$ cat src/rtl/gray_display_scan.sv
// gray_display_scan: time-multiplexed Gray/binary hex display driver with frame-coherent snapshots
//   clk_i, rst_i (sync, active-high); enable_i display on; mode_i 0=binary 1=Gray;
//   blank_lz_i live leading-zero blanking; cuenta_i packed 4-bit codes (digit 0 = LSBs);
//   display_o active-low {a..g}; anode_o active-low digit select; frame_o snapshot-load pulse
module gray_display_scan #(
   parameter int NUM_DIGITS = 4,
   parameter int DIV        = 50000
) (
   input  logic                    clk_i,
   input  logic                    rst_i,
   input  logic                    enable_i,
   input  logic                    mode_i,
   input  logic                    blank_lz_i,
   input  logic [4*NUM_DIGITS-1:0] cuenta_i,
   output logic [6:0]              display_o,
   output logic [NUM_DIGITS-1:0]   anode_o,
   output logic                    frame_o
);
   localparam int CW = $clog2(DIV);
   localparam int IW = NUM_DIGITS > 1 ? $clog2(NUM_DIGITS) : 1;
   // a snapshot load on the same cycle as a tick would need DIV < 2
   if (DIV < 2 || NUM_DIGITS < 1 || NUM_DIGITS > 8) begin : g_bad_param
      $error("gray_display_scan: DIV must be >= 2 and NUM_DIGITS in 1..8");
   end
   logic [CW-1:0]           div_cnt;
   logic [IW-1:0]           dig_idx;
   logic [4*NUM_DIGITS-1:0] snap;
   logic                    snap_mode;
   logic [3:0]              digs [NUM_DIGITS];
   logic [NUM_DIGITS-1:0]   zero_from;
   logic [3:0]              cur;
   logic [6:0]              seg;
   logic                    tick, load, blank, show;
   for (genvar d = 0; d < NUM_DIGITS; d++) begin : g_dig
      logic [3:0] g;
      assign g       = snap[4*d +: 4];
      assign digs[d] = snap_mode ? {g[3], ^g[3:2], ^g[3:1], ^g[3:0]} : g;
      // zero_from[d]: this digit and every more significant one are zero
      if (d == NUM_DIGITS - 1) begin : g_top
         assign zero_from[d] = digs[d] == 4'd0;
      end else begin : g_low
         assign zero_from[d] = zero_from[d+1] && digs[d] == 4'd0;
      end
   end
   assign tick  = div_cnt == CW'(DIV - 1);
   assign load  = div_cnt == '0 && dig_idx == '0;
   assign cur   = digs[dig_idx];
   assign blank = blank_lz_i && dig_idx != '0 && zero_from[dig_idx];
   assign show  = enable_i && !blank;
   always_comb begin
      seg = 7'b1111111;
      case (cur)
         4'h0: seg = 7'b0000001;
         4'h1: seg = 7'b1001111;
         4'h2: seg = 7'b0010010;
         4'h3: seg = 7'b0000110;
         4'h4: seg = 7'b1001100;
         4'h5: seg = 7'b0100100;
         4'h6: seg = 7'b0100000;
         4'h7: seg = 7'b0001111;
         4'h8: seg = 7'b0000000;
         4'h9: seg = 7'b0000100;
         4'hA: seg = 7'b0001000;
         4'hB: seg = 7'b1100000;
         4'hC: seg = 7'b0110001;
         4'hD: seg = 7'b1000010;
         4'hE: seg = 7'b0110000;
         4'hF: seg = 7'b0111000;
         default: seg = 7'b1111111;
      endcase
   end
   always_ff @(posedge clk_i) begin
      if (rst_i) begin
         div_cnt   <= '0;
         dig_idx   <= '0;
         snap      <= '0;
         snap_mode <= 1'b0;
         frame_o   <= 1'b0;
         display_o <= 7'h7F;
         anode_o   <= '1;
      end else begin
         div_cnt <= tick ? '0 : div_cnt + 1'b1;
         if (tick) dig_idx <= dig_idx == IW'(NUM_DIGITS - 1) ? '0 : dig_idx + 1'b1;
         if (load) begin
            snap      <= cuenta_i;
            snap_mode <= mode_i;
         end
         frame_o   <= load;
         display_o <= show ? seg : 7'h7F;
         anode_o   <= show ? ~(NUM_DIGITS'(1) << dig_idx) : '1;
      end
   end
endmodule

$ cat config.mk
export PLATFORM = sky130hd
export DESIGN_NAME = gray_display_scan
export DESIGN_NICKNAME = d
export VERILOG_FILES = /design/src/rtl/gray_display_scan.sv
export SDC_FILE = /design/constraint.sdc
export NUM_CORES = 1
export LEC_CHECK = 0
export CAP_MARGIN = 40
export CORE_UTILIZATION = 54
export CTS_CLUSTER_SIZE = 10
export DETAILED_ROUTE_END_ITERATION = 10
export GPL_TIMING_DRIVEN = 0
export PLACE_DENSITY = 0.85
export SLEW_MARGIN = 20
export SYNTH_ARGS = -nofsm -noshare
export SYNTH_HDL_FRONTEND = slang
export SYNTH_SLANG_ARGS = --single-unit
$ cat constraint.sdc
create_clock -name clk_i -period 2.7 [get_ports clk_i]
set_input_delay 0.54 -clock clk_i [delete_from_list [all_inputs] [get_ports clk_i]]
set_output_delay 0.54 -clock clk_i [all_outputs]
set_load 0.02 [all_outputs]
# After elaboration in Yosys (flattened, before gate mapping)
# Memories as Yosys holds them, arrays and structs flattened. A register that Yosys moved wholly into a read port is not among the register bits.
# Cells that the tools add are included.
totals:
  ff_bits: 40
  rom_bits: 112
  in_bits: 21
  elab_cells: 56
  memories: 1
mem_list:
  columns: ["name", "depth", "width", "rd", "rd_clocked_by_memory_dff", "write_ports", "line_no", "text"]
  rows:
  - ["(no name shown)", 16, 7, 1, 1, 0, "52", "case (cur)"]
op_classes:
  n_addsub: 2
  magnitude_cmp: 2
  n_eq_ne: 2
  shifts: 1
  muxes: 10
  bitwise_logic: 3
  reduce_logical: 29
op_table:
  columns: ["operator", "n"]
  rows:
  - ["16-bit by 1-bit adder with 16-bit output (second input constant)", 1]
  - ["16-bit equality test (second input constant)", 1]
  - ["16-bit zero test", 1]
  - ["4-bit zero test", 4]
  - ["4-bit XOR reduction", 4]
  - ["3-bit 2-to-1 mux", 4]
  - ["3-bit XOR reduction", 4]
  - ["4-bit binary-select mux with 2-bit select", 1]
  - ["4-bit 2-to-1 mux", 2]
  - ["2-bit XOR reduction", 4]
  - ["1-bit logical AND", 7]
  - ["4-bit NOT", 1]
  - ["2-bit OR reduction", 2]
  - ["1-bit by 2-bit << shifter with 4-bit output (first input constant)", 1]
  - ["3-bit greater-or-equal comparator (second input constant)", 1]
  - ["2-bit by 3-bit < comparator with 1-bit output (second input constant)", 1]
  - ["2-bit NOT with 3-bit output", 1]
  - ["2-bit by 1-bit adder with 2-bit output (second input constant)", 1]
  - ["1-bit binary-select mux with 2-bit select", 1]
  - ["2-bit equality test (second input constant)", 1]
  - ["2-bit zero test", 1]
  - ["2-bit 2-to-1 mux", 1]
  - ["2-bit nonzero test", 1]
  - ["1-bit zero test", 1]
  - ["other kinds (2)", 2]

# Depth between registers and ports, before layout
depth:
  word_depth: 13
  mapped_depth: 12
  mapped_depth_nobuf: 11

# Worst setup path before layout
# No wires, ideal clock.
synth_timing:
  path_kind: "register to register"
  startpoint: "register snap[3]"
  endpoint: "register display_o[1]"
  setup_time_ps: 141
  arrival_ps: 2245
  t_required_ps: 2559
  path_slack_ps: 314
  path_stages_with_launch: 9
  n_path_buf: 0
  synth_period_minus_slack_ps: 2386
  cell_sequence: "dfxtp_1 -> xor2_1 -> mux2_1 -> xnor2_1 -> mux4_2 -> ha_1 -> mux2_1 -> nand2_1 -> o211ai_1"
synth_via:
  elab_chain_len: 11
synth_rtl:
  columns: ["item", "line_no", "text"]
  rows:
  - ["start, declared", "27", "logic [4*NUM_DIGITS-1:0] snap;"]
  - ["start signal, assigned", "85", "snap <= cuenta_i;"]
  - ["4-bit XOR reduction (tied with other cells)", "37", "assign digs[d] = snap_mode ? {g[3], ^g[3:2], ^g[3:1], ^g[3:0]} : g;"]
  - ["3-bit 2-to-1 mux", "37", null]
  - ["4-bit zero test", "42", "assign zero_from[d] = zero_from[d+1] && digs[d] == 4'd0;"]
  - ["1-bit logical AND", "42", null]
  - ["1-bit binary-select mux with 2-bit select", "48", "assign blank = blank_lz_i && dig_idx != '0 && zero_from[dig_idx];"]
  - ["1-bit 2-to-1 mux (not written as such)", "48", null]
  - ["1-bit logical AND", "48", null]
  - ["1-bit zero test", "49", "assign show = enable_i && !blank;"]
  - ["1-bit logical AND", "49", null]
  - ["1-bit NOT (no line)", null, null]
  - ["2-bit OR reduction (no line)", null, null]
  - ["end, declared", "15", "output logic [6:0] display_o,"]
# Several ways; a longest one is shown, not always the timed one. The select of a mux whose other input is x is not followed.
# A chain may end at the register's enable or synchronous reset.

# Worst setup path in the final report
layout_timing:
  startpoint: "register snap[15]"
  endpoint: "register display_o[1]"
layout_via:
  elab_chain_len: 13
layout_rtl:
  columns: ["item", "line_no", "text"]
  rows:
  - ["4-bit XOR reduction (tied with other cells)", "37", null]
  - ["3-bit 2-to-1 mux", "37", null]
  - ["4-bit zero test", "40", "assign zero_from[d] = digs[d] == 4'd0;"]
  - ["1-bit logical AND (3 in a row)", "42", null]
  - ["1-bit binary-select mux with 2-bit select", "48", null]
  - ["1-bit 2-to-1 mux (not written as such)", "48", null]
  - ["1-bit logical AND", "48", null]
  - ["1-bit zero test", "49", null]
  - ["1-bit logical AND", "49", null]
  - ["1-bit NOT (no line)", null, null]
  - ["2-bit OR reduction (no line)", null, null]
# Several ways; a longest one is shown, not always the timed one. The select of a mux whose other input is x is not followed.

==> impl_results.md <==
* Crit path required time at 2.86 ns
* Worst-path fanout max at 6
* Total grt overflow at 0
* Hpwl dp at 3.56 mm
* Distinct cells, synth at 39
* Critical path class: reg2reg
* R2R Path End: display_o[1]
* CP Launch Point: snap[15]
* Syn avg cell area at 8.23 um^2
* Seq cells post-synth at 47
* Final core occ at 0.697
* Routed wire per std cell at 12.6 um
* Vias at 2053
* DIE AREA at 4690 um^2
* Fin. Hold Viols at 0
* Number of global-route vias before repair at between 1500 and 2000
* Area leader, netlist: dfxtp_1
* CTS root buf: clkbuf_8
* Initial antenna violation count at 0
* Status: finished clean
* I/O pin total at 33
* Worst Setup EP: display_o[1]
* Largest net degree at the start of global routing at 16
* CP Capture Type: register
* Residual DRC at 0
* PwrDens at 530 nW/um^2
* Max rail drop VDD at 0.000362 V
* Final GP Congestion at 0.880
* Fmax at just under 400 MHz
* Worst-case reg-to-reg path depth at 8
* CTS buffer count at 5
* Hold crit path type: reg2reg
* First-pass GRT wire length at 8.07 mm
* Async set or reset register ratio after synthesis at 0
* Final setup fails at 0
* Layout cells sized above 1 at 0.0727
* Top post-synthesis cells by area: dfxtp_1 39%, nand2_1 10%, xor2_1 5.9%, ha_1 5.8%, a21oi_1 5.0%
* Ys flop type: dfxtp_1
* Iter 0 DRT Violations at between 100 and 150
* Synth-to-Final Area Change at 20.2%
* Pins Over Slew Limit at 0
* Max Cap Violations at 0
* Actual slew at the worst max-slew pin at 0.506 ns
* Synthesized area at 2390 um^2
* Worst-path clk slew at 0.09 ns
* CTS sink cnt at 47
* Fin crit period at 2.58 ns
* Period utilisation layout at 0.957
* Crit path launch type: register
* Seq/Total Area, Yosys at 0.394
* NumNets Final at ~360
* Antenna Violating Nets Remaining at 0
* Hold path startpoint: div_cnt[0]
* Top cell type's share of synthesized area at 0.394
* N_diodes at 0
* Synth Net Count at 322
* Worst skew pair latency at roughly 0.30 ns
* Core Rows at 23
* Via-to-Cell Ratio at 5.40
* Warnings, synthesis at 0
* CTS tree: done
* Synthesized instance count at a little under 300
* I/O Buffers at 32
* Detailed Route WL at 4.77 mm
* Fillers at 346
* Leakage at 1.11 nW
* Most frequent cells in the layout: 64 x nand2_1, 46 x dfxtp_1, 32 x clkdlybuf4s50_1
* Die Wd at 68.5 um
* Commonest non-fill, non-tap cell in the layout: nand2_1
* Clock Path Buffers at 2
* Htree depth at 2
* Effective utilization at floorplan at 0.580
* RSZ-0062 raised after global routing: no
* Die H at 68.5 um
* Clock Skew at approximately 0.012 ns
* R2R setup slack at 0.12 ns
* Critical path arrival at 2.74 ns
* Gr usage total at 0.232
* Post-synth EDFFs at 0
* Worst R2R Start: snap[15]
* DR pass1 iterations at 4
* Area of the core at between 4000 and 5000 um^2
* TNS Setup at 0 ns
* Relative slew slack at 0.663
==> metrics by stage <==
stage | setup WS [ns] | hold slack, ns | power [mW] | instances | cell area [um^2]
6_report | 0.116 | 0.462 | 1.52 | 380 | 2870
5_1_grt | 0.000944 | 0.505 | 1.60 | 380 | 2870
4_1_cts | 0.122 | 0.467 | 1.53 | 380 | 2870
3_5_place_dp | 0.139 | 0.446 | 1.09 | 372 | 2770
3_3_place_gp | 0.184 | 0.440 | 1.08 | 372 | 2770
2_1_floorplan | 0.314 | 0.426 | 0.985 | 290 | 2390
==> critical path: stages (launching register included) <==
cell and delay (ns):
dfxtp_1 0.42, xor2_1 0.23, mux2_1 0.36, xnor2_1 0.15, mux4_2 0.54, ha_1 0.30, mux2_1 0.31, nand2_1 0.06
o211ai_1 0.07
==> cells by family after synthesis <==
kind of cell	after synthesis	synth area share
AND/OR/NAND/NOR	129	0.246
flip-flops	47	0.394
AO/OA/AOI/OAI	43	0.108
XOR/XNOR	26	0.0954
buffers and inverters	24	0.0435
adder cells (fa/ha/maj)	11	0.0577
multiplexers	10	0.0556
==> report_power, final <==
part / total, mW / switching [mW] / leakage, nW / internal [mW]
clock: 0.444 / 0.234 / 0.0516 / 0.209
sequential: 0.768 / 0.0358 / 0.385 / 0.732
combinational: 0.309 / 0.163 / 0.675 / 0.146
==> sequential cells by signal, summed over array words and instances, names as in the netlist <==
name,cells
div_cnt,16
snap_mode,1
display_o,7
frame_o,1
anode_o,4
dig_idx,2
snap,16
==> timing repair <==
action | CTS | global route
hold buffers | 0 | 0
resized for setup | 0 | 3
buffers inserted | 0 | 0
setup endpoints to repair | 0 | 2
==> synth_stat cells (6+ instances only) <==
master    count
nand2b_1      7
clkbuf_1      7
nand2_1      64
a21oi_1      24
ha_1         11
xnor2_1      10
inv_1         9
and3_1        6
xor2_1       16
nor2_1       23
nand3_1      11
dfxtp_1      47
==> metal layers <==
metal	wire length, um	track usage
met2	2310	0.381
met4	87	0.0938
met5	0	0
met1	2160	0.295
met3	214	0.0477
==> worst min path at each step <==
stage	to	slack (ns)	depth (start not counted)
finish	div_cnt[0]	0.46	1
detailed placement	div_cnt[0]	0.45	1
floorplan	div_cnt[0]	0.43	1
global route	div_cnt[0]	0.51	1
global placement	div_cnt[0]	0.44	1
CTS	div_cnt[0]	0.47	1
==> area by class of cell <==
class                      count  area (um^2)  share of cell area
tap                           50         62.6              0.0218
clock inverter                 2         13.8             0.00480
buffer                        13         63.8              0.0222
inverter                      11         41.3              0.0144
timing repair buffer          32          320               0.112
clock buffer                   6         82.6              0.0288
multi-input combinational    219         1340               0.468
sequential                    47          942               0.328
Power figures use the tool's default switching activity.
